`src/rtl/channel_acq_controller_multi_pkg.sv`:
```
// Shared state encoding and FIFO word layout for the async acquisition controller.
// FIFO word = {timed_out, missing_mask, trig_type, trig_num}, num in the LSBs.
package channel_acq_controller_multi_pkg;

   localparam int IDLE    = 0;
   localparam int WAIT    = 1;
   localparam int STORE   = 2;
   localparam int READOUT = 3;

   typedef enum logic [3:0] {
      ST_IDLE    = 4'(1 << IDLE),
      ST_WAIT    = 4'(1 << WAIT),
      ST_STORE   = 4'(1 << STORE),
      ST_READOUT = 4'(1 << READOUT)
   } acq_state_t;

   function automatic int fifo_num_lsb();
      return 0;
   endfunction

   function automatic int fifo_type_lsb(input int num_w);
      return num_w;
   endfunction

   function automatic int fifo_mask_lsb(input int type_w, input int num_w);
      return type_w + num_w;
   endfunction

   function automatic int fifo_tmo_bit(input int n_chan, input int type_w, input int num_w);
      return n_chan + type_w + num_w;
   endfunction

   function automatic int fifo_word_w(input int n_chan, input int type_w, input int num_w);
      return 1 + n_chan + type_w + num_w;
   endfunction

endpackage

```
`src/rtl/channel_acq_controller_multi_if.sv`:
```
// Trigger, channel and event-FIFO signals of the acquisition controller.
// slave = controller side, master = TTC/channel/FIFO environment side.
interface channel_acq_controller_multi_if
   import channel_acq_controller_multi_pkg::*;
#(
   parameter int N_CHAN      = 5,
   parameter int TRIG_TYPE_W = 5,
   parameter int TRIG_NUM_W  = 24
);
   localparam int FIFO_W = fifo_word_w(N_CHAN, TRIG_TYPE_W, TRIG_NUM_W);

   logic                   ttc_trigger;
   logic [TRIG_TYPE_W-1:0] ttc_trig_type;
   logic [TRIG_NUM_W-1:0]  ttc_trig_num;
   logic                   ttc_acq_ready;
   logic                   pulse_trigger;
   logic [N_CHAN-1:0]      acq_dones;
   logic [2*N_CHAN-1:0]    acq_enable;
   logic [N_CHAN-1:0]      acq_trig;
   logic                   fifo_ready;
   logic                   fifo_valid;
   logic [FIFO_W-1:0]      fifo_data;

   modport master (
      output ttc_trigger, ttc_trig_type, ttc_trig_num, pulse_trigger, acq_dones, fifo_ready,
      input  ttc_acq_ready, acq_enable, acq_trig, fifo_valid, fifo_data
   );

   modport slave (
      input  ttc_trigger, ttc_trig_type, ttc_trig_num, pulse_trigger, acq_dones, fifo_ready,
      output ttc_acq_ready, acq_enable, acq_trig, fifo_valid, fifo_data
   );

endinterface

```
`src/rtl/channel_acq_controller_multi_pulse_holdoff_counter.sv`:
```
// Pulse-trigger dead-time counter: load on a forwarded pulse, count down to zero.
// zero is valid the cycle after the load settles; no backpressure.
module pulse_holdoff_counter #(
   parameter int TMO_W = 16
) (
   input  logic             clk,
   input  logic             reset,
   input  logic             load,
   input  logic [TMO_W-1:0] load_val,
   output logic             zero
);
   logic [TMO_W-1:0] cnt;

   always_ff @(posedge clk) begin
      if (reset)
         cnt <= '0;
      else if (load)
         cnt <= load_val;
      else if (cnt != '0)
         cnt <= cnt - TMO_W'(1);
   end

   assign zero = (cnt == '0);

endmodule

```
`src/rtl/channel_acq_controller_multi.sv`:
```
// Async-mode acquisition controller: TTC trigger -> wait for channel dones -> one FIFO word -> readout.
// FIFO word is registered and held until fifo_ready; TTC triggers outside IDLE are dropped and counted.
module channel_acq_controller_multi
   import channel_acq_controller_multi_pkg::*;
#(
   parameter int N_CHAN      = 5,
   parameter int TRIG_TYPE_W = 5,
   parameter int TRIG_NUM_W  = 24,
   parameter int TMO_W       = 16,
   parameter int DROP_W      = 16
) (
   input  logic                   clk,
   input  logic                   reset,
   input  logic [N_CHAN-1:0]      chan_en,
   input  logic                   accept_pulse_triggers,
   input  logic                   async_mode,
   input  logic [TMO_W-1:0]       timeout_cycles,
   input  logic [TMO_W-1:0]       holdoff_cycles,
   input  logic                   readout_done,
   channel_acq_controller_multi_if.slave bus,
   output logic [DROP_W-1:0]      drop_count,
   output logic [3:0]             state
);
   localparam int FIFO_W   = fifo_word_w(N_CHAN, TRIG_TYPE_W, TRIG_NUM_W);
   localparam int NUM_LSB  = fifo_num_lsb();
   localparam int TYPE_LSB = fifo_type_lsb(TRIG_NUM_W);
   localparam int MASK_LSB = fifo_mask_lsb(TRIG_TYPE_W, TRIG_NUM_W);
   localparam int TMO_BIT  = fifo_tmo_bit(N_CHAN, TRIG_TYPE_W, TRIG_NUM_W);

   acq_state_t             st;
   logic [N_CHAN-1:0]      done_mask;
   logic [TMO_W-1:0]       tmo_cnt;
   logic [TRIG_TYPE_W-1:0] type_q;
   logic [TRIG_NUM_W-1:0]  num_q;
   logic                   ttc_go, pulse_path, pulse_fwd, hold_zero, all_done, tmo_hit;
   logic [FIFO_W-1:0]      word;

   assign state              = st;
   assign bus.ttc_acq_ready  = state[IDLE];
   assign ttc_go             = bus.ttc_trigger & async_mode;

   // TTC wins over a same-cycle front-panel pulse
   assign pulse_path     = state[IDLE] & ~ttc_go & accept_pulse_triggers & async_mode;
   assign pulse_fwd      = pulse_path & bus.pulse_trigger & hold_zero;
   assign bus.acq_enable = pulse_path ? '1 : '0;
   assign bus.acq_trig   = pulse_fwd ? chan_en : '0;

   pulse_holdoff_counter #(.TMO_W(TMO_W)) u_holdoff (
      .clk      (clk),
      .reset    (reset),
      .load     (pulse_fwd),
      .load_val (holdoff_cycles),
      .zero     (hold_zero)
   );

   assign all_done = ((done_mask & chan_en) == chan_en);
   assign tmo_hit  = (timeout_cycles != '0) && (tmo_cnt == timeout_cycles - TMO_W'(1));

   always_comb begin
      word                          = '0;
      word[NUM_LSB +: TRIG_NUM_W]   = num_q;
      word[TYPE_LSB +: TRIG_TYPE_W] = type_q;
      word[MASK_LSB +: N_CHAN]      = chan_en & ~done_mask;
      word[TMO_BIT]                 = ~all_done;
   end

   always_ff @(posedge clk) begin
      if (reset) begin
         st             <= ST_IDLE;
         done_mask      <= '0;
         tmo_cnt        <= '0;
         type_q         <= '0;
         num_q          <= '0;
         bus.fifo_valid <= 1'b0;
         bus.fifo_data  <= '0;
         drop_count     <= '0;
      end else begin
         if (ttc_go && !state[IDLE] && drop_count != '1)
            drop_count <= drop_count + DROP_W'(1);

         case (st)
            ST_IDLE: begin
               if (ttc_go) begin
                  type_q    <= bus.ttc_trig_type;
                  num_q     <= bus.ttc_trig_num;
                  done_mask <= '0;
                  tmo_cnt   <= '0;
                  st        <= ST_WAIT;
               end
            end
            ST_WAIT: begin
               done_mask <= done_mask | bus.acq_dones;
               tmo_cnt   <= tmo_cnt + TMO_W'(1);
               // completion is judged on the registered mask, so it beats a same-cycle timeout
               if (all_done || tmo_hit) begin
                  bus.fifo_data  <= word;
                  bus.fifo_valid <= 1'b1;
                  st             <= ST_STORE;
               end
            end
            ST_STORE: begin
               if (bus.fifo_ready) begin
                  bus.fifo_valid <= 1'b0;
                  st             <= ST_READOUT;
               end
            end
            ST_READOUT: begin
               if (readout_done)
                  st <= ST_IDLE;
            end
            default: st <= ST_IDLE;
         endcase
      end
   end

endmodule

```
`src/flat_wrapper.sv`:
```
// flat-port wrapper written by rule: the top's interface ports become plain ports
module channel_acq_controller_multi_flat import channel_acq_controller_multi_pkg::*;
#(
   parameter int N_CHAN      = 5,
   parameter int TRIG_TYPE_W = 5,
   parameter int TRIG_NUM_W  = 24,
   parameter int TMO_W       = 16,
   parameter int DROP_W      = 16
)
  (clk, reset, chan_en, accept_pulse_triggers, async_mode, timeout_cycles, holdoff_cycles, readout_done, drop_count, state, bus_ttc_trigger, bus_ttc_trig_type, bus_ttc_trig_num, bus_pulse_trigger, bus_acq_dones, bus_fifo_ready, bus_ttc_acq_ready, bus_acq_enable, bus_acq_trig, bus_fifo_valid, bus_fifo_data);
  channel_acq_controller_multi_if #(.N_CHAN(N_CHAN), .TRIG_TYPE_W(TRIG_TYPE_W), .TRIG_NUM_W(TRIG_NUM_W)) bus_i ();
  input  logic clk;
  input  logic reset;
  input  logic [N_CHAN-1:0] chan_en;
  input  logic accept_pulse_triggers;
  input  logic async_mode;
  input  logic [TMO_W-1:0] timeout_cycles;
  input  logic [TMO_W-1:0] holdoff_cycles;
  input  logic readout_done;
  output logic [DROP_W-1:0] drop_count;
  output logic [3:0] state;
  input wire logic [$bits(bus_i.ttc_trigger)-1:0] bus_ttc_trigger;
  input wire logic [$bits(bus_i.ttc_trig_type)-1:0] bus_ttc_trig_type;
  input wire logic [$bits(bus_i.ttc_trig_num)-1:0] bus_ttc_trig_num;
  input wire logic [$bits(bus_i.pulse_trigger)-1:0] bus_pulse_trigger;
  input wire logic [$bits(bus_i.acq_dones)-1:0] bus_acq_dones;
  input wire logic [$bits(bus_i.fifo_ready)-1:0] bus_fifo_ready;
  output wire logic [$bits(bus_i.ttc_acq_ready)-1:0] bus_ttc_acq_ready;
  output wire logic [$bits(bus_i.acq_enable)-1:0] bus_acq_enable;
  output wire logic [$bits(bus_i.acq_trig)-1:0] bus_acq_trig;
  output wire logic [$bits(bus_i.fifo_valid)-1:0] bus_fifo_valid;
  output wire logic [$bits(bus_i.fifo_data)-1:0] bus_fifo_data;
  assign bus_i.ttc_trigger = bus_ttc_trigger;
  assign bus_i.ttc_trig_type = bus_ttc_trig_type;
  assign bus_i.ttc_trig_num = bus_ttc_trig_num;
  assign bus_i.pulse_trigger = bus_pulse_trigger;
  assign bus_i.acq_dones = bus_acq_dones;
  assign bus_i.fifo_ready = bus_fifo_ready;
  assign bus_ttc_acq_ready = bus_i.ttc_acq_ready;
  assign bus_acq_enable = bus_i.acq_enable;
  assign bus_acq_trig = bus_i.acq_trig;
  assign bus_fifo_valid = bus_i.fifo_valid;
  assign bus_fifo_data = bus_i.fifo_data;
  channel_acq_controller_multi #(.N_CHAN(N_CHAN), .TRIG_TYPE_W(TRIG_TYPE_W), .TRIG_NUM_W(TRIG_NUM_W), .TMO_W(TMO_W), .DROP_W(DROP_W)) u_core (.clk(clk), .reset(reset), .chan_en(chan_en), .accept_pulse_triggers(accept_pulse_triggers), .async_mode(async_mode), .timeout_cycles(timeout_cycles), .holdoff_cycles(holdoff_cycles), .readout_done(readout_done), .bus(bus_i), .drop_count(drop_count), .state(state));
endmodule
```
`config.mk`:
```
export PLATFORM = sky130hd
export DESIGN_NAME = channel_acq_controller_multi_flat
export DESIGN_NICKNAME = d
export VERILOG_FILES = /design/src/rtl/channel_acq_controller_multi_pkg.sv /design/src/rtl/channel_acq_controller_multi_if.sv /design/src/rtl/channel_acq_controller_multi_pulse_holdoff_counter.sv /design/src/rtl/channel_acq_controller_multi.sv /design/src/flat_wrapper.sv
export SDC_FILE = /design/constraint.sdc
export NUM_CORES = 1
export LEC_CHECK = 0
export CELL_PAD_IN_SITES_DETAIL_PLACEMENT = 1
export CELL_PAD_IN_SITES_GLOBAL_PLACEMENT = 1
export CORE_ASPECT_RATIO = 0.5
export CORE_MARGIN = 1
export CORE_UTILIZATION = 32
export CTS_CLUSTER_SIZE = 25
export DETAILED_ROUTE_END_ITERATION = 8
export PLACE_DENSITY_LB_ADDON = 0.1
export SETUP_SLACK_MARGIN = 0.15
export SLEW_MARGIN = 20
export SYNTH_ARGS = -nofsm -noshare
export SYNTH_HDL_FRONTEND = slang
export SYNTH_SLANG_ARGS = --single-unit
export TNS_END_PERCENT = 5
```
`constraint.sdc`:
```
create_clock -name clk -period 2.8 [get_ports clk]
set_clock_uncertainty 0.15 [all_clocks]
set_input_delay 0.42 -clock clk [delete_from_list [all_inputs] [get_ports clk]]
set_output_delay 0.42 -clock clk [all_outputs]
set_load 0.05 [all_outputs]
```
==> results of run 1 <==
## cell families after synthesis
logic type               synth area share, %
buffers and inverters                   5.52
multiplexers                            1.70
flip-flops                              43.1
adder cells (fa/ha/maj)                0.883
AO/OA/AOI/OAI                           18.0
AND/OR/NAND/NOR                         24.7
XOR/XNOR                                6.03
## state kept, by name (all words and copies together), names as in the netlist
name                   count
u_core.bus.fifo_data      35
u_core.num_q              24
u_core.drop_count         16
u_core.tmo_cnt            16
u_core.u_holdoff.cnt      16
u_core.done_mask           5
u_core.type_q              5
u_core.state               4
u_core.bus.fifo_valid      1
## layout by cell type (no fill, tap or decap), drive strengths merged, types with 9 or more instances in the layout
cell type,count
nor4,9
a21oi,70
clkdlybuf4s50,123
nand2,87
nor2,60
and3,12
a32o,29
inv,27
o21ai,21
nand4,14
buf,96
nand3,19
xnor2,18
dfxtp,122
xor2,21
nand2b,10
clkbuf,20
nor3,25
## Yosys cell counts (3+ instances only)
library cell	n	area (sq um)
sky130_fd_sc_hd__a211oi_1	7	52.6
sky130_fd_sc_hd__a21oi_1	70	350
sky130_fd_sc_hd__a221oi_1	3	26.3
sky130_fd_sc_hd__a311oi_1	3	26.3
sky130_fd_sc_hd__a31oi_1	5	31.3
sky130_fd_sc_hd__a32o_1	29	290
sky130_fd_sc_hd__and2_1	6	37.5
sky130_fd_sc_hd__and3_1	12	75.1
sky130_fd_sc_hd__buf_2	4	20.0
sky130_fd_sc_hd__buf_4	13	97.6
sky130_fd_sc_hd__clkbuf_1	30	113
sky130_fd_sc_hd__dfxtp_1	122	2440
sky130_fd_sc_hd__ha_1	4	50.1
sky130_fd_sc_hd__inv_1	16	60.1
sky130_fd_sc_hd__mux2_2	5	56.3
sky130_fd_sc_hd__mux2i_1	4	40.0
sky130_fd_sc_hd__nand2_1	87	327
sky130_fd_sc_hd__nand2b_1	10	62.6
sky130_fd_sc_hd__nand3_1	19	95.1
sky130_fd_sc_hd__nand4_1	12	75.1
sky130_fd_sc_hd__nor2_1	59	221
sky130_fd_sc_hd__nor3_1	23	115
sky130_fd_sc_hd__nor3b_1	4	30.0
sky130_fd_sc_hd__nor4_1	9	56.3
sky130_fd_sc_hd__o21a_1	4	30.0
sky130_fd_sc_hd__o21ai_0	14	70.1
sky130_fd_sc_hd__o21ai_1	7	35.0
sky130_fd_sc_hd__or2_2	4	25.0
sky130_fd_sc_hd__or3_1	6	37.5
sky130_fd_sc_hd__or4_1	5	37.5
sky130_fd_sc_hd__xnor2_1	18	158
sky130_fd_sc_hd__xor2_1	21	184
## power groups by stage
stage          combinational, mW  clock [mW]  sequential [mW]
2_1_floorplan              0.838           0             2.03
3_3_place_gp                1.27           0             2.03
3_5_place_dp                1.30           0             2.04
4_1_cts                     1.41        2.17             2.00
5_1_grt                     1.64        2.26             2.03
6_report                    1.48        2.12             2.01
## per-stage QoR
stage / utilization [%] / setup WS [ns] / power, mW
finish: 52.6 / -0.0574 / 5.61
global route: 52.6 / -0.185 / 5.92
CTS: 52.3 / -0.0771 / 5.58
detailed placement: 46.7 / -0.565 / 3.34
global placement: 46.7 / -0.499 / 3.30
floorplan: - / 0.106 / 2.87
## routing by layer
layer	vias up	part of all wire, %	wire length [um]
met5	-	0	0
met4	0	1.1	203
met3	15	3.5	667
met2	95	50	9470
met1	2765	46	8740
li1	2779	-	-
## worst max path at each step
stage | to | cells past startpoint | from | slack, ns
6_report | bus_acq_trig[3] | 8 | u_core.u_holdoff.cnt[1]$_SDFFE_PP0P_ | -0.06
5_1_grt | bus_acq_trig[3] | 8 | u_core.u_holdoff.cnt[1]$_SDFFE_PP0P_ | -0.19
4_1_cts | bus_acq_trig[1] | 9 | u_core.u_holdoff.cnt[1]$_SDFFE_PP0P_ | -0.08
3_5_place_dp | u_core.bus.fifo_data[0]$_SDFFE_PP0P_ | 10 | timeout_cycles[1] | -0.56
3_3_place_gp | u_core.bus.fifo_data[3]$_SDFFE_PP0P_ | 10 | timeout_cycles[1] | -0.50
2_1_floorplan | u_core.bus.fifo_data[19]$_SDFFE_PP0P_ | 9 | timeout_cycles[5] | 0.11
## final cells by class
| cell class | instances | area [sq um] |
|---|---|---|
| clock buffer | 17 | 425 |
| inverter | 16 | 60.1 |
| clock inverter | 15 | 141 |
| sequential | 122 | 2440 |
| timing repair buffer | 227 | 2390 |
| tap | 227 | 284 |
| multi-input combinational | 480 | 3110 |
| fill | 1952 | 7990 |
## repair_timing
| action | CTS | global route |
|---|---|---|
| resized for setup | 50 | 22 |
| setup buffers | 19 | 2 |
| cloned | 4 | 0 |
| hold endpoints to repair | 0 | 0 |
| setup endpoints to repair | 42 | 46 |
| pin swaps | 47 | 24 |
| hold buffers | 0 | 0 |
==> impl_results.html, run 1 <==
<table>
<tr><th>Metric</th><th>Value</th></tr>
<tr><th colspan="2">Drt</th></tr>
<tr><td>Iteration-0 DRC count of the detailed router</td><td>277</td></tr>
<tr><td>Post-detailed-route wirelength per cell</td><td>17.3 um</td></tr>
<tr><td>Detailed-router iteration count before antenna repair</td><td>4</td></tr>
<tr><td>Final antenna-violating net count</td><td>0</td></tr>
<tr><td>Routed WL</td><td>19100 um</td></tr>
<tr><td>Number of vias after detailed routing</td><td>5654</td></tr>
<tr><td>Residual DRC</td><td>0</td></tr>
<tr><td>Detailed-route vias per instance</td><td>5.12</td></tr>
<tr><th colspan="2">Place</th></tr>
<tr><td>Post-place instance area</td><td>7860 sq um</td></tr>
<tr><td>Post-DP HPWL</td><td>12700 um</td></tr>
<tr><td>Weighted congestion at the end of routability-driven global placement</td><td>0.801</td></tr>
<tr><td># placed instances</td><td>1047</td></tr>
<tr><td>Input/output buffers</td><td>150</td></tr>
<tr><th colspan="2">Min path</th></tr>
<tr><td>Type of the most critical hold path</td><td>in2reg</td></tr>
<tr><td>Destination of the worst hold path</td><td>u_core.tmo_cnt[0]$_SDFFE_PP0P_</td></tr>
<tr><td>Hold wc startpoint</td><td>reset</td></tr>
<tr><td>Worst hold stages</td><td>2</td></tr>
<tr><th colspan="2">Yosys</th></tr>
<tr><td>Gate count after technology mapping</td><td>667</td></tr>
<tr><td>Number of enable-type register cells in the synthesized netlist</td><td>0</td></tr>
<tr><td>Post-synth ARST share</td><td>0%</td></tr>
<tr><td>Post-synthesis sequential element count</td><td>122</td></tr>
<tr><td>Post-Synthesis Cell Area</td><td>5670 sq um</td></tr>
<tr><td>Dominant register cell in the synthesized netlist</td><td>sky130_fd_sc_hd__dfxtp_1</td></tr>
<tr><td>Count of yosys warnings during synthesis</td><td>0</td></tr>
<tr><td>Mean Syn Cell Area</td><td>8.49 sq um</td></tr>
<tr><td>Netlist cell types</td><td>55</td></tr>
<tr><td>Syn Nets</td><td>750</td></tr>
<tr><td>Fraction of the yosys area taken by sequential cells</td><td>43.1%</td></tr>
<tr><th colspan="2">Timing</th></tr>
<tr><td>Max-slew violation count</td><td>0</td></tr>
<tr><td>Post-layout minimum cycle time</td><td>2.86 ns</td></tr>
<tr><td>Count of final setup violators</td><td>5</td></tr>
<tr><td>Final hold vios</td><td>0</td></tr>
<tr><td>Max Clock Freq</td><td>0.350 GHz</td></tr>
<tr><td>Hold WS</td><td>0.291 ns</td></tr>
<tr><td>Final clock period utilization by the worst path</td><td>102%</td></tr>
<tr><td>Worst setup slack after layout</td><td>-0.0574 ns</td></tr>
<tr><td>Slew at the pin closest to its max-slew limit</td><td>0.573 ns</td></tr>
<tr><td>Setup repair after global routing missed its margin</td><td>yes</td></tr>
<tr><td>Final-layout setup total negative slack</td><td>-0.182 ns</td></tr>
<tr><td>Worst slew margin relative to its limit</td><td>61.7%</td></tr>
<tr><th colspan="2">Global route</th></tr>
<tr><td>Met1 Resource Use GR</td><td>25.8%</td></tr>
<tr><td>Met2 track demand over resource</td><td>38.3%</td></tr>
<tr><td>GRT Util Overall</td><td>21.2%</td></tr>
<tr><td>Initial antenna violation count</td><td>0</td></tr>
<tr><td>Met3 GRT Util</td><td>4.37%</td></tr>
<tr><td>Top Usage Layer GRT</td><td>met2</td></tr>
<tr><td>Pin count of the biggest net entering global routing</td><td>45</td></tr>
<tr><td>Vias in the first global route</td><td>5777</td></tr>
<tr><td>Congestion Overflow GR</td><td>0</td></tr>
<tr><td>First-pass GRT wire length</td><td>29900 um</td></tr>
<tr><th colspan="2">Run status</th></tr>
<tr><td>Failing checks</td><td>negative setup slack</td></tr>
<tr><td>Run status</td><td>complete, but fails checks</td></tr>
<tr><th colspan="2">Final layout</th></tr>
<tr><td>Final Non-Filler Cells</td><td>1104</td></tr>
<tr><td>Net count reported at finish</td><td>947</td></tr>
<tr><td>Area Overhead vs Synth</td><td>56.4%</td></tr>
<tr><td>Number of inserted diodes</td><td>0</td></tr>
<tr><td>Fraction of layout cells with a size suffix above 1</td><td>20.6%</td></tr>
<tr><td>Post-route standard cell area excluding fillers</td><td>8860 sq um</td></tr>
<tr><th colspan="2">Critical path</th></tr>
<tr><td>Ordered list of cells on the worst path</td><td>inv_2, ha_4, or3b_4, nor3_4, nand2_2, or2_4, nor3_4, buf_12</td></tr>
<tr><td>Endpoint kind of the worst setup timing path</td><td>output pin</td></tr>
<tr><td>Required time of the critical path</td><td>2.23 ns</td></tr>
<tr><td>Count of buffering cells on the critical path with inverters included</td><td>2</td></tr>
<tr><td>Critical Path AT</td><td>2.29 ns</td></tr>
<tr><td>Master of the slowest instance on the critical path</td><td>sky130_fd_sc_hd__or3b_4</td></tr>
<tr><td>Worst Setup Start Kind</td><td>register</td></tr>
<tr><td>CP Max Fanout</td><td>3</td></tr>
<tr><td>Critical register-to-register path startpoint</td><td>u_core.tmo_cnt[5]$_SDFFE_PP0P_</td></tr>
<tr><td>Critical Path Most Common Cell</td><td>sky130_fd_sc_hd__nor3_4</td></tr>
<tr><td>Reg2reg setup slack</td><td>0.18 ns</td></tr>
<tr><td>Longest individual stage delay on the worst path</td><td>0.40 ns</td></tr>
<tr><td>Crit path max-delay family</td><td>simple AND/OR/NAND/NOR gates</td></tr>
<tr><td>Worst r2r dst</td><td>u_core.bus.fifo_data[24]$_SDFFE_PP0P_</td></tr>
<tr><td>Depth of the most critical reg-to-reg path</td><td>10</td></tr>
<tr><td>Start-to-end type of the worst setup path</td><td>reg2out</td></tr>
<tr><th colspan="2">Clocking</th></tr>
<tr><td>Number of buffers created by CTS</td><td>17</td></tr>
<tr><td>Number of buffers on the longest clock path</td><td>2</td></tr>
<tr><td>Number of clock sinks seen by CTS</td><td>122</td></tr>
<tr><td>Clock Tree Root</td><td>sky130_fd_sc_hd__clkbuf_16</td></tr>
<tr><td>Clock transition at the register clock pins on the worst setup and hold paths after CTS</td><td>0.06 ns</td></tr>
<tr><td>Deepest level of the CTS H-tree</td><td>4</td></tr>
<tr><td>TritonCTS clock tree</td><td>done</td></tr>
<tr><td>Clk Latency, worst-skew pair</td><td>0.41 ns</td></tr>
<tr><th colspan="2">Power</th></tr>
<tr><td>Static leakage</td><td>3.31 nW</td></tr>
<tr><td>Maximum resistive drop on vdd</td><td>0.000401 V</td></tr>
<tr><td>Clock network fraction of design power</td><td>37.8%</td></tr>
<tr><td>Sequential Power Share</td><td>35.8%</td></tr>
<tr><td>Sw Ratio</td><td>33.1%</td></tr>
<tr><td>P per Cell Area</td><td>633 nW/um^2</td></tr>
<tr><td>Internal power consumption</td><td>3.75 mW</td></tr>
<tr><td>Power dissipated by switching net loads</td><td>1.86 mW</td></tr>
<tr><td>Comb power frac</td><td>26.5%</td></tr>
<tr><th colspan="2">Die</th></tr>
<tr><td>Number of I/O pins</td><td>151</td></tr>
<tr><td>Floorplan core area</td><td>16800 sq um</td></tr>
<tr><td>Die Width</td><td>190 um</td></tr>
<tr><td>Number of standard-cell rows in the floorplan</td><td>33</td></tr>
<tr><td>Die Height</td><td>96.1 um</td></tr>
<tr><td>DIE AREA</td><td>18300 sq um</td></tr>
<tr><td>Initial standard-cell utilization of the core</td><td>33.6%</td></tr>
<tr><th colspan="2">Flow run</th></tr>
<tr><td>Max Cap Viol</td><td>0</td></tr>
</table>
(Power assumes the default switching activity.)
==> run 2: changes to the inputs <==
CORE_UTILIZATION = 33   (was 32)
SETUP_SLACK_MARGIN = 0.3   (was 0.15)
SYNTH_HIERARCHICAL = 1   (was not set)
==> impl_results.html, run 2 <==
<table>
<tr><th>Metric</th><th>Value</th></tr>
<tr><th colspan="2">Run status</th></tr>
<tr><td>Run status</td><td>finished clean</td></tr>
<tr><th colspan="2">Final layout</th></tr>
<tr><td>Top register by number of flip-flops</td><td>u_core/bus.fifo_data</td></tr>
<tr><td>Number of inserted diodes</td><td>0 (unchanged)</td></tr>
<tr><td>Fraction of layout cells with a size suffix above 1</td><td>18.0% (-2.6 points)</td></tr>
<tr><td>Flip-flop count of the largest register after layout</td><td>35 (unchanged)</td></tr>
<tr><td>Net count reported at finish</td><td>997 (+5.3%)</td></tr>
<tr><td>Area Overhead vs Synth</td><td>51.7%</td></tr>
<tr><td>Leading cell types in the layout, fill and taps excluded</td><td>sky130_fd_sc_hd__clkdlybuf4s50_1 (122), sky130_fd_sc_hd__dfxtp_1 (118), sky130_fd_sc_hd__nand2_1 (105)</td></tr>
<tr><td>Final Non-Filler Cells</td><td>1161 (+5.2%)</td></tr>
<tr><td>Most frequent standard cell in the layout excluding fill and tap cells</td><td>sky130_fd_sc_hd__clkdlybuf4s50_1</td></tr>
<tr><td>Registers with the most flip-flops</td><td>u_core/bus.fifo_data (35), u_core/num_q (24)</td></tr>
<tr><td>Post-route standard cell area excluding fillers</td><td>9200 sq um (+3.9%)</td></tr>
<tr><th colspan="2">Global route</th></tr>
<tr><td>First-pass GRT wire length</td><td>30300 um (+1.1%)</td></tr>
<tr><td>Initial antenna violation count</td><td>0 (unchanged)</td></tr>
<tr><td>Congestion Overflow GR</td><td>0 (unchanged)</td></tr>
<tr><td>GRT Util Overall</td><td>19.7% (-1.5 points)</td></tr>
<tr><td>Vias in the first global route</td><td>5964 (+3.2%)</td></tr>
<tr><td>Pin count of the biggest net entering global routing</td><td>86 (+91%)</td></tr>
<tr><th colspan="2">Place</th></tr>
<tr><td>Post-place instance area</td><td>8240 sq um (+4.9%)</td></tr>
<tr><td>Worst setup timing slack at the placement stage</td><td>-0.682 ns (-0.117 ns)</td></tr>
<tr><td># placed instances</td><td>1115 (+6.5%)</td></tr>
<tr><td>Input/output buffers</td><td>150 (unchanged)</td></tr>
<tr><td>Post-DP HPWL</td><td>12900 um (+1.0%)</td></tr>
<tr><td>Weighted congestion at the end of routability-driven global placement</td><td>0.797 (-0.52%)</td></tr>
<tr><th colspan="2">Clocking</th></tr>
<tr><td>Deepest level of the CTS H-tree</td><td>4 (unchanged)</td></tr>
<tr><td>Clock transition at the register clock pins on the worst setup and hold paths after CTS</td><td>0.06 ns (about the same)</td></tr>
<tr><td>Clk Latency, worst-skew pair</td><td>0.41 ns (about the same)</td></tr>
<tr><td>Number of buffers on the longest clock path</td><td>2 (unchanged)</td></tr>
<tr><td>TritonCTS clock tree</td><td>done</td></tr>
<tr><td>Number of clock sinks seen by CTS</td><td>122 (unchanged)</td></tr>
<tr><td>Clock Tree Root</td><td>sky130_fd_sc_hd__clkbuf_16</td></tr>
<tr><td>CTS hold repair buffers</td><td>0 (unchanged)</td></tr>
<tr><td>Number of buffers created by CTS</td><td>17 (unchanged)</td></tr>
<tr><th colspan="2">Power</th></tr>
<tr><td>Maximum resistive drop on vdd</td><td>0.000372 V (-7.3%)</td></tr>
<tr><td>P per Cell Area</td><td>610 nW/um^2 (-3.7%)</td></tr>
<tr><td>Static leakage</td><td>3.54 nW (+7.0%)</td></tr>
<tr><th colspan="2">Die</th></tr>
<tr><td>Initial standard-cell utilization of the core</td><td>34.3% (+0.65 points)</td></tr>
<tr><td>Floorplan core area</td><td>17700 sq um (+5.1%)</td></tr>
<tr><td>Die Height</td><td>97.9 um (+1.9%)</td></tr>
<tr><td>DIE AREA</td><td>19000 sq um (+3.8%)</td></tr>
<tr><td>Die Width</td><td>194 um (+1.9%)</td></tr>
<tr><td>Number of standard-cell rows in the floorplan</td><td>34 (+3.0%)</td></tr>
<tr><td>Number of I/O pins</td><td>151 (unchanged)</td></tr>
<tr><th colspan="2">Timing</th></tr>
<tr><td>Worst slew margin relative to its limit</td><td>59.2% (-2.5 points)</td></tr>
<tr><td>Final-layout setup total negative slack</td><td>0 ns (+0.182 ns)</td></tr>
<tr><td>Slew at the pin closest to its max-slew limit</td><td>0.612 ns (+0.0396 ns)</td></tr>
<tr><td>Final clock period utilization by the worst path</td><td>96.0% (-6.1 points)</td></tr>
<tr><td>Post-layout minimum cycle time</td><td>2.69 ns (-0.170 ns)</td></tr>
<tr><td>Max-slew violation count</td><td>0 (unchanged)</td></tr>
<tr><td>Count of final setup violators</td><td>0 (-5)</td></tr>
<tr><td>Worst setup slack after layout</td><td>0.113 ns (+0.170 ns)</td></tr>
<tr><td>Max Clock Freq</td><td>0.372 GHz (+6.3%)</td></tr>
<tr><td>Setup repair after global routing missed its margin</td><td>yes</td></tr>
<tr><td>Final hold vios</td><td>0 (unchanged)</td></tr>
<tr><th colspan="2">Drt</th></tr>
<tr><td>Number of vias after detailed routing</td><td>5763 (+1.9%)</td></tr>
<tr><td>Sum of met2 wire segment lengths after detailed routing</td><td>9130 um (-3.5%)</td></tr>
<tr><td>Post-detailed-route wirelength per cell</td><td>15.9 um (-8.0%)</td></tr>
<tr><td>Iteration-0 DRC count of the detailed router</td><td>143 (-48%)</td></tr>
<tr><td>Routed met3 length</td><td>486 um (-27%)</td></tr>
<tr><td>Detailed-route vias per instance</td><td>4.96 (-3.1%)</td></tr>
<tr><td>Wire length the detailed router placed on met1</td><td>8620 um (-1.4%)</td></tr>
<tr><td>Residual DRC</td><td>0 (unchanged)</td></tr>
<tr><td>Detailed-router iteration count before antenna repair</td><td>5 (+1)</td></tr>
<tr><td>Highest signal layer in the routed design</td><td>met4</td></tr>
<tr><td>Final antenna-violating net count</td><td>0 (unchanged)</td></tr>
<tr><td>Routed WL</td><td>18500 um (-3.3%)</td></tr>
<tr><th colspan="2">Critical path</th></tr>
<tr><td>Endpoint kind of the worst setup timing path</td><td>register</td></tr>
<tr><td>Total stage count of the critical path</td><td>16 (+8)</td></tr>
<tr><td>Longest individual stage delay on the worst path</td><td>0.44 ns (+0.04 ns)</td></tr>
<tr><td>Launching instance or port of the critical path</td><td>timeout_cycles[0]</td></tr>
<tr><td>Master of the slowest instance on the critical path</td><td>sky130_fd_sc_hd__o311ai_1</td></tr>
<tr><td>Required time of the critical path</td><td>2.98 ns (+0.75 ns)</td></tr>
<tr><td>Crit path max-delay family</td><td>buffers and inverters</td></tr>
<tr><td>Start-to-end type of the worst setup path</td><td>in2reg</td></tr>
<tr><td>Critical register-to-register path startpoint</td><td>u_core/tmo_cnt[8]$_SDFFE_PP0P_</td></tr>
<tr><td>CP endpoint</td><td>u_core/bus.fifo_data[21]$_SDFFE_PP0P_</td></tr>
<tr><td>CP Max Fanout</td><td>8 (+5)</td></tr>
<tr><td>Worst Setup Start Kind</td><td>input port</td></tr>
<tr><td>Worst r2r dst</td><td>u_core/bus.fifo_data[21]$_SDFFE_PP0P_</td></tr>
<tr><td>Ordered list of cells on the worst path</td><td>buf_6, buf_8, inv_12, ha_4, nor4b_4, nand2_1, buf_4, o311ai_1, o21ai_4, nand2_2, nor4_4, buf_4, nor2_4, buf_12, buf_12, mux2i_1</td></tr>
<tr><td>Count of buffering cells on the critical path with inverters included</td><td>7 (+5)</td></tr>
<tr><td>Critical Path AT</td><td>2.87 ns (+0.58 ns)</td></tr>
<tr><td>Reg2reg setup slack</td><td>0.24 ns (+0.06 ns)</td></tr>
<tr><td>Depth of the most critical reg-to-reg path</td><td>11 (+1)</td></tr>
<tr><th colspan="2">Min path</th></tr>
<tr><td>Type of the most critical hold path</td><td>reg2reg</td></tr>
<tr><td>Hold wc startpoint</td><td>u_core/num_q[5]$_SDFFE_PP0P_</td></tr>
<tr><th colspan="2">Yosys</th></tr>
<tr><td>Gate count after technology mapping</td><td>730 (+9.4%)</td></tr>
<tr><td>Mean Syn Cell Area</td><td>8.31 sq um (-2.2%)</td></tr>
<tr><td>Top cell type by total area after synthesis</td><td>sky130_fd_sc_hd__dfxtp_1</td></tr>
<tr><td>Synth top area cells</td><td>sky130_fd_sc_hd__dfxtp_1 (40%), sky130_fd_sc_hd__nand2_1 (6.6%), sky130_fd_sc_hd__nand2b_1 (6.6%), sky130_fd_sc_hd__mux2i_1 (5.4%), sky130_fd_sc_hd__a21oi_1 (4.7%)</td></tr>
<tr><td>Post-synthesis sequential element count</td><td>122 (unchanged)</td></tr>
<tr><td>Number of enable-type register cells in the synthesized netlist</td><td>0 (unchanged)</td></tr>
<tr><td>Count of yosys warnings during synthesis</td><td>6 (+6)</td></tr>
<tr><td>Syn Nets</td><td>813 (+8.4%)</td></tr>
<tr><td>Commonest cells post-synth</td><td>sky130_fd_sc_hd__dfxtp_1 (122), sky130_fd_sc_hd__nand2_1 (107), sky130_fd_sc_hd__nand2b_1 (64), sky130_fd_sc_hd__nor2_1 (60), sky130_fd_sc_hd__a21oi_1 (57)</td></tr>
<tr><td>Netlist cell types</td><td>61 (+11%)</td></tr>
<tr><td>Post-Synthesis Cell Area</td><td>6070 sq um (+7.1%)</td></tr>
<tr><td>Count leader, synth</td><td>sky130_fd_sc_hd__dfxtp_1</td></tr>
<tr><td>Post-synth ARST share</td><td>0% (unchanged)</td></tr>
<tr><td>Dominant register cell in the synthesized netlist</td><td>sky130_fd_sc_hd__dfxtp_1</td></tr>
<tr><td>Share of Yosys cell area claimed by the top area cell type</td><td>40.3% (-2.9 points)</td></tr>
<tr><td>Fraction of the yosys area taken by sequential cells</td><td>40.3% (-2.9 points)</td></tr>
<tr><th colspan="2">Flow run</th></tr>
<tr><td>Max Cap Viol</td><td>0 (unchanged)</td></tr>
</table>
==> run 2: cell types whose count changed after synthesis, moves of 8 or more <==
| cell | before | now |
|---|---|---|
| sky130_fd_sc_hd__inv_1 | 16 | 8 |
| sky130_fd_sc_hd__nand2_1 | 87 | 107 |
| sky130_fd_sc_hd__mux2i_1 | 4 | 33 |
| sky130_fd_sc_hd__a21oi_1 | 70 | 57 |
| sky130_fd_sc_hd__nor2b_1 | 1 | 11 |
| sky130_fd_sc_hd__nand2b_1 | 10 | 64 |
| sky130_fd_sc_hd__o21ai_0 | 14 | 22 |
| sky130_fd_sc_hd__xor2_1 | 21 | 29 |
| sky130_fd_sc_hd__a32o_1 | 29 | 1 |
==> run 2: area by class of cell <==
| type | instances | area, sq um |
|---|---|---|
| clock buffers | 21 | 470 |
| clock inverters | 11 | 166 |
| fillers | 2046 | 8490 |
| inverters | 8 | 47.5 |
| multi-input cells | 550 | 3510 |
| flip-flops and latches | 122 | 2450 |
| well taps | 234 | 293 |
| repair buffers | 215 | 2260 |
==> run 2: logic make-up after synthesis <==
kind of cell,count (synthesis),synth area share (%)
muxes,34,5.63
buffers and inverters,58,4.85
and+or+nand+nor,358,31.3
DFF,122,40.3
adders and majority gates,4,0.825
xor gates and xnor gates,44,6.35
AOI/OAI and AO/OA,110,10.8
==> run 2: worst min path at each step <==
stage | endpoint | slack [ns] | cells past startpoint
global placement | u_core/num_q[10]$_SDFFE_PP0P_ | 0.29 | 2
finish | u_core/num_q[5]$_SDFFE_PP0P_ | 0.30 | 2
global route | u_core/num_q[5]$_SDFFE_PP0P_ | 0.32 | 2
floorplan | u_core/num_q[0]$_SDFFE_PP0P_ | 0.29 | 2
detailed placement | u_core/num_q[5]$_SDFFE_PP0P_ | 0.30 | 2
CTS | u_core/num_q[5]$_SDFFE_PP0P_ | 0.30 | 2
==> run 2: power breakdown <==
part	switching, mW	internal [mW]	total (mW)
Sequential	0.144	1.86	2.00
Clock	0.823	1.56	2.38
Combinational	0.622	0.606	1.23
==> run 2: what timing repair did <==
action / 4_1_cts / 5_1_grt
endpoints found under the setup margin: 49 / 44
setup buffers: 10 / 2
resized for setup: 58 / 11
cloned: 2 / 0
pin swaps: 15 / 11
==> run 2: per-layer routing <==
| metal | vias up | track usage (%) |
|---|---|---|
| met4 | 0 | 6.46 |
| li1 | 2872 | - |
| met3 | 19 | 3.35 |
| met5 | - | 0 |
| met2 | 90 | 34.7 |
| met1 | 2782 | 24.6 |
==> run 2: worst register-to-register path, cell delays in order (launching register included) <==
cell and delay (ns):
sky130_fd_sc_hd__dfxtp_2 0.44, sky130_fd_sc_hd__and2_1 0.18, sky130_fd_sc_hd__nor3b_2 0.16, sky130_fd_sc_hd__o211ai_1 0.15
sky130_fd_sc_hd__a2111oi_4 0.41, sky130_fd_sc_hd__nand3_2 0.15, sky130_fd_sc_hd__nor4_4 0.14, sky130_fd_sc_hd__buf_4 0.18
sky130_fd_sc_hd__nor2_4 0.05, sky130_fd_sc_hd__buf_12 0.15, sky130_fd_sc_hd__buf_12 0.15, sky130_fd_sc_hd__mux2i_1 0.17
==> run 2: stage by stage <==
| step | power, mW | hold slack [ns] | utilization (%) |
|---|---|---|---|
| final | 5.61 | 0.304 | 52.0 |
| after global routing | 5.87 | 0.317 | 52.0 |
| after CTS | 5.65 | 0.305 | 51.8 |
| after detailed placement | 3.18 | 0.297 | 46.6 |
| after global placement | 3.14 | 0.293 | 46.6 |
| after floorplan | 2.73 | 0.287 | - |
